`config.mk`:
```
export PLATFORM = sky130hd
export DESIGN_NAME = tea_host_ctrl
export DESIGN_NICKNAME = d
export VERILOG_FILES = /design/src/rtl/tea_pkg.sv /design/src/rtl/tea_cbc_chain.sv /design/src/rtl/tea_host_ctrl.sv
export SDC_FILE = /design/constraint.sdc
export NUM_CORES = 1
export LEC_CHECK = 0
export BUFFER_PORTS_ARGS = -buffer_cell sky130_fd_sc_hd__buf_2
export CORE_MARGIN = 8
export CORE_UTILIZATION = 30
export CTS_CLUSTER_DIAMETER = 80
export DETAILED_ROUTE_END_ITERATION = 16
export SLEW_MARGIN = 5
export SYNTH_ARGS = -nofsm -noshare
export SYNTH_HDL_FRONTEND = slang
export SYNTH_SLANG_ARGS = --single-unit
```
`constraint.sdc`:
```
create_clock -name clk_i -period 4.63 [get_ports clk_i]
set_input_delay 0.2315 -clock clk_i [delete_from_list [all_inputs] [get_ports clk_i]]
set_output_delay 0.2315 -clock clk_i [all_outputs]
set_load 0.005 [all_outputs]
```
`src/rtl/tea_pkg.sv`:
```
// Shared types and constants for the TEA host sequencer.
// CBC chaining is compiled in when TEA_CBC_EN is defined.
package tea_pkg;

    localparam logic [31:0] DELTA           = 32'h9E3779B9;
    localparam int unsigned ROUNDS_DEFAULT  = 32;
    localparam int unsigned TIMEOUT_DEFAULT = 40;
    localparam int unsigned BLK_W           = 64;
    localparam int unsigned KEY_W           = 128;

    localparam logic MODE_ENC = 1'b0;
    localparam logic MODE_DEC = 1'b1;

    typedef enum logic [2:0] {
        S_NOKEY,
        S_KEY_HI,
        S_KEY_LO,
        S_IDLE,
        S_ISSUE,
        S_WAIT,
        S_RESP
    } tea_state_e;

    typedef struct packed {
        logic [BLK_W-1:0] hi;
        logic [BLK_W-1:0] lo;
    } tea_key_t;

endpackage

```
`src/rtl/tea_cbc_chain.sv`:
```
// CBC chain register with operand pre-XOR and result post-XOR.
// Only instantiated when TEA_CBC_EN is defined.
module tea_cbc_chain
    import tea_pkg::*;
(
    input  logic             clk_i,
    input  logic             reset_i,
    input  logic             load_iv_i,
    input  logic [BLK_W-1:0] iv_i,
    input  logic             blk_load_i,
    input  logic [BLK_W-1:0] din_i,
    input  logic             mode_i,
    input  logic             capture_i,
    input  logic             blk_mode_i,
    input  logic [BLK_W-1:0] core_out_i,
    output logic [BLK_W-1:0] operand_c_o,
    output logic [BLK_W-1:0] result_c_o
);

    logic [BLK_W-1:0] chain_q;
    logic [BLK_W-1:0] din_q;

    // Chain advances only when a result is captured, so a timeout leaves it untouched.
    always_ff @(posedge clk_i) begin
        if (reset_i) begin
            chain_q <= '0;
            din_q   <= '0;
        end else begin
            if (blk_load_i) begin
                din_q <= din_i;
            end
            if (load_iv_i) begin
                chain_q <= iv_i;
            end else if (capture_i) begin
                chain_q <= (blk_mode_i == MODE_ENC) ? core_out_i : din_q;
            end
        end
    end

    assign operand_c_o = (mode_i == MODE_ENC) ? (din_i ^ chain_q) : din_i;
    assign result_c_o  = (blk_mode_i == MODE_DEC) ? (core_out_i ^ chain_q) : core_out_i;

endmodule

```
`src/rtl/tea_host_ctrl.sv`:
```
// Host-side sequencer for a pin-level TEA core: key load, block issue, done wait, result return.
// Define TEA_CBC_EN to add CBC chaining and the iv_data_i port.
module tea_host_ctrl
    import tea_pkg::*;
#(
    parameter int unsigned ROUNDS  = ROUNDS_DEFAULT,
    parameter int unsigned TIMEOUT = TIMEOUT_DEFAULT
) (
    input  logic             clk_i,
    input  logic             reset_i,
    input  logic             key_valid_i,
    output logic             key_ready_o,
    input  logic [KEY_W-1:0] key_data_i,
`ifdef TEA_CBC_EN
    input  logic [BLK_W-1:0] iv_data_i,
`endif
    input  logic             in_valid_i,
    output logic             in_ready_o,
    input  logic [BLK_W-1:0] in_data_i,
    input  logic             in_mode_i,
    output logic             res_valid_o,
    input  logic             res_ready_i,
    output logic [BLK_W-1:0] res_data_o,
    output logic             err_o,
    output logic             busy_o,
    output logic [BLK_W-1:0] core_in_o,
    output logic             core_mode_o,
    output logic             core_reset_o,
    output logic             core_write_o,
    input  logic [BLK_W-1:0] core_out_i,
    input  logic             core_done_i
);

    // A core needs ROUNDS+1 cycles after the write, so clamp a too-short timeout.
    localparam int unsigned TMO   = (TIMEOUT > ROUNDS + 1) ? TIMEOUT : ROUNDS + 2;
    localparam int unsigned CNT_W = $clog2(TMO + 1);

    tea_state_e       state_q;
    logic             key_ready_q;
    logic             in_ready_q;
    logic             res_valid_q;
    logic [BLK_W-1:0] res_data_q;
    logic             err_q;
    logic             busy_q;
    logic [BLK_W-1:0] core_in_q;
    logic             mode_q;
    logic             core_reset_q;
    logic             core_write_q;
    logic [BLK_W-1:0] key_lo_q;
    logic [CNT_W-1:0] tmo_cnt_q;

    tea_key_t         key_in;
    logic             key_hs;
    logic             data_hs;
    logic [BLK_W-1:0] operand_c;
    logic [BLK_W-1:0] result_c;

    assign key_in  = key_data_i;
    // Key has priority in IDLE, so the data-side ready must see key_valid this cycle.
    assign in_ready_o = in_ready_q && !key_valid_i;
    assign key_hs     = key_valid_i && key_ready_q;
    assign data_hs    = in_valid_i && in_ready_o;

`ifdef TEA_CBC_EN
    logic capture;
    assign capture = (state_q == S_WAIT) && core_done_i;

    tea_cbc_chain u_chain (
        .clk_i       (clk_i),
        .reset_i     (reset_i),
        .load_iv_i   (key_hs),
        .iv_i        (iv_data_i),
        .blk_load_i  (data_hs),
        .din_i       (in_data_i),
        .mode_i      (in_mode_i),
        .capture_i   (capture),
        .blk_mode_i  (mode_q),
        .core_out_i  (core_out_i),
        .operand_c_o (operand_c),
        .result_c_o  (result_c)
    );
`else
    assign operand_c = in_data_i;
    assign result_c  = core_out_i;
`endif

    always_ff @(posedge clk_i) begin
        if (reset_i) begin
            state_q      <= S_NOKEY;
            key_ready_q  <= 1'b1;
            in_ready_q   <= 1'b0;
            res_valid_q  <= 1'b0;
            res_data_q   <= '0;
            err_q        <= 1'b0;
            busy_q       <= 1'b0;
            core_in_q    <= '0;
            mode_q       <= MODE_ENC;
            core_reset_q <= 1'b0;
            core_write_q <= 1'b0;
            key_lo_q     <= '0;
            tmo_cnt_q    <= '0;
        end else begin
            core_reset_q <= 1'b0;
            core_write_q <= 1'b0;
            // key_ready is only high in NOKEY/IDLE, so this covers both entry points
            if (key_hs) begin
                key_lo_q     <= key_in.lo;
                core_in_q    <= key_in.hi;
                core_reset_q <= 1'b1;
                err_q        <= 1'b0;
                key_ready_q  <= 1'b0;
                in_ready_q   <= 1'b0;
                busy_q       <= 1'b1;
                state_q      <= S_KEY_HI;
            end else begin
                case (state_q)
                    S_NOKEY: ;
                    S_KEY_HI: begin
                        core_in_q <= key_lo_q;
                        state_q   <= S_KEY_LO;
                    end
                    S_KEY_LO: begin
                        key_ready_q <= 1'b1;
                        in_ready_q  <= 1'b1;
                        busy_q      <= 1'b0;
                        state_q     <= S_IDLE;
                    end
                    S_IDLE: begin
                        if (data_hs) begin
                            mode_q       <= in_mode_i;
                            core_in_q    <= operand_c;
                            core_write_q <= 1'b1;
                            key_ready_q  <= 1'b0;
                            in_ready_q   <= 1'b0;
                            busy_q       <= 1'b1;
                            state_q      <= S_ISSUE;
                        end
                    end
                    S_ISSUE: begin
                        tmo_cnt_q <= '0;
                        state_q   <= S_WAIT;
                    end
                    S_WAIT: begin
                        if (core_done_i) begin
                            res_data_q  <= result_c;
                            res_valid_q <= 1'b1;
                            state_q     <= S_RESP;
                        end else if (tmo_cnt_q == CNT_W'(TMO - 1)) begin
                            err_q       <= 1'b1;
                            key_ready_q <= 1'b1;
                            busy_q      <= 1'b0;
                            state_q     <= S_NOKEY;
                        end else begin
                            tmo_cnt_q <= tmo_cnt_q + CNT_W'(1);
                        end
                    end
                    S_RESP: begin
                        if (res_ready_i) begin
                            res_valid_q <= 1'b0;
                            key_ready_q <= 1'b1;
                            in_ready_q  <= 1'b1;
                            busy_q      <= 1'b0;
                            state_q     <= S_IDLE;
                        end
                    end
                    default: begin
                        key_ready_q <= 1'b1;
                        in_ready_q  <= 1'b0;
                        res_valid_q <= 1'b0;
                        busy_q      <= 1'b0;
                        state_q     <= S_NOKEY;
                    end
                endcase
            end
        end
    end

    assign key_ready_o  = key_ready_q;
    assign res_valid_o  = res_valid_q;
    assign res_data_o   = res_data_q;
    assign err_o        = err_q;
    assign busy_o       = busy_q;
    assign core_in_o    = core_in_q;
    assign core_mode_o  = mode_q;
    assign core_reset_o = core_reset_q;
    assign core_write_o = core_write_q;

endmodule
```
==> run summary <==
Chip Width: 185.2 um
Worst-skew pair later-pin latency: 0.52 ns
Area of the core: 28,470 um2
Row Count: 62
Global-route usage over all layers: 17.29%
Global routing usage on met2: 29.40%
Hold Path Class: input pin to register
Top FF cell, synth: dfxtp_1
Port-buffer cells: 398
Max-capacitance violation count: 0
First drt pass iteration count: 6
DRC: 0
R2R Setup Slk: 1.83 ns
Fillers: 2,829
Post-Syn Area: 8591 um2
Count leader, synth: nand2_1
Worst-path cell chain: nand2_4 -> nand2_1 -> nor2b_4 -> buf_4 -> a22o_1
Dpl hpwl: 21,850 um
Switching share of power: 25.44%
Layout Nets: 1,770
Synth area leaders: dfxtp_1 (49%), nand2_1 (12%), a21oi_1 (12%)
IO Count: 399
Sum Neg Setup Slack: 0 ns
Slowest stage delay, CP: 0.67 ns
Outcome: finished, final reports clean
Worst EP required: 5.08 ns
Initial antenna violation count: 5
RSZ-0062 raised after global routing: no
Sequential fraction of the synthesis area: 48.70%
Setup bufs post-CTS: 0
Ys async rst share: 0%
Synth cell count leaders: nand2_1 (270), dfxtp_1 (209), a21oi_1 (201)
Detail Route Antenna Nets: 0
First-pass GRT wire length: 48,130 um
Chip Height: 185.2 um
Final-report setup violation count: 0
Worst rel slew slack: 20.66%
Peak VDD IR: 0.2019 mV
Synth-to-layout area growth: 48.56%
Wirelength per Cell: 16.66 um
Peak Freq: 356.5 MHz
EDFF count, synth: 0
Final hold violations: 0
Cell count after synthesis: 1,027
Post-Syn Nets: 1,291
Pwr Total: 4.407 mW
Psw: 1.121 mW
Gate power share: 14.0%
Leak: 6.057 nW
Effective utilization at floorplan: 30.17%
Critical path endpoint category: register
Period minus WS final: 2.805 ns
Number of global-route vias before repair: 8,928
GP Congestion: 0.8502
GR met1 Demand/Resource: 21.18%
Synth Register Bits: 209
CTS Buf Count: 25
Largest net degree at the start of global routing: 136
Synth unique cells: 41
Clk slew on worst S/H paths: 0.06 ns
WS Path Type: register to register
Yosys warns: 0
Flop pwr share: 44.3%
Clock root buffer: clkbuf_16
DRT iter0 DRCs: 484
Global routing's busiest layer: met2
DRT Wirelength: 31,820 um
Cell taking the most area after synthesis: dfxtp_1
Worst EP arrival: 3.25 ns
Pwr/cell area: 345.3 nW/um2
Measured slew at the worst slew-check pin: 1.190 ns
Pint: 3.286 mW
Max Fanout on Critical Path: 66
Via count: 9,071
Slowest cell on crit path: nor2b_4
Max Transition Viols Final: 0
Clock Sinks: 209
Fin crit share: 60.58%
H-tree depth: 1
Die area: 34,310 um2
Area share of the largest cell type after synthesis: 48.70%
GRT overflow: 0
Vias per inst: 4.749
Clock power share: 41.7%
M3 GR Usage: 4.100%
CTS tree: done
Layout cell share with drive strength beyond 1: 29.74%
Final Skew: 0.02258 ns
CP Launch Type: register
Synthesized area per cell: 8.365 um2
Max Buffers Root-to-Sink: 3
-- stage by stage --
stage               util [%]  std cells  hold WS (ns)  instance area [um2]  worst slack, ns
floorplan                  -       1027        0.3675                 8591            3.088
CTS                    44.80       1907       0.04545                12750            1.783
detailed placement     37.58       1734        0.4435                10700            1.768
global route           44.83       1910       0.08285                12760            1.565
global placement       37.58       1734        0.4383                10700            1.804
finish                 44.83       1910       0.08502                12760            1.825
-- kinds of logic after synthesis --
kind of cell               count (synthesis)  synth area share, %
adders and majority gates                  1               0.1456
muxes                                     64                7.457
AOI/OAI and AO/OA                        292                20.54
DFF                                      209                48.70
and+or+nand+nor                          374                17.68
buffers and inverters                     87                5.476
-- final timing paths --
check / to / from / depth (start not counted)
setup / recovery: core_in_o[3] / key_ready_o / 5
hold reg to reg: res_data_o[43] / res_data_o[43] / 2
hold / removal: core_in_o[6] / key_data_i[70] / 4
setup reg to reg: core_in_o[3] / key_ready_o / 5
-- worst max-delay path, delay by kind of cell, from the launching register on --
| family | cells | cell delay [ns] |
|---|---|---|
| AO/OA/AOI/OAI | 1 | 0.22 |
| buffers and inverters | 1 | 0.56 |
| flip-flops | 1 | 0.35 |
| AND/OR/NAND/NOR | 3 | 1.56 |
-- registers in the layout, indices dropped and copies added, names as in the netlist --
register and flops:
busy_o 1, core_in_o 64, core_mode_o 1, core_reset_o 1, core_write_o 1, err_o 1, in_ready_q 1, key_lo_q 64
key_ready_o 1, res_data_o 64, res_valid_o 1, state_q 3, tmo_cnt_q 6
-- routing by layer --
layer / part of all wire (%) / vias up
li1: - / 4470
met1: 41 / 4202
met2: 49 / 336
met3: 7.7 / 59
met4: 2.4 / 4
met5: 0.069 / -
-- cell type report --
type                            instances  area, um2  share of cell area (%)
Inverter                                4      15.01                  0.1176
Multi-Input combinational cell        731       3954                   30.98
Clock buffer                           34      679.4                   5.324
Antenna cell                            3      7.507                 0.05882
Tap cell                              384      480.5                   3.765
Sequential cell                       209       4184                   32.78
Clock inverter                         10      83.83                  0.6569
Timing Repair Buffer                  535       3358                   26.31
-- power by group through the flow --
stage	Sequential [mW]	Combinational (mW)	Clock, mW
after floorplan	1.98	0.299	0
after global placement	1.99	0.531	0
after detailed placement	1.99	0.536	0
after CTS	1.95	0.624	1.90
after global routing	1.96	0.685	1.96
final	1.95	0.618	1.84
-- layout by cell type (no fill, tap or decap), drive strengths merged, types with 2 or more instances in the layout --
master	count
or4	2
nand2	270
nor2	70
nand3	4
dlygate4sd3	129
a41oi	2
a22o	64
clkinvlp	2
clkbuf	34
a21oi	202
mux2i	64
dfxtp	209
a31o	2
buf	406
clkinv	6
a31oi	5
or3	4
nor2b	5
and2	2
nand2b	5
nand3b	3
inv	5
nor4	3
diode	3
o21ai	6
o31ai	4
-- timing repair --
action | 4_1_cts | 5_1_grt
endpoints found under the hold margin | 129 | 0
resized for setup | 0 | 0
hold buffers | 129 | 0
(Power assumes the default switching activity.)
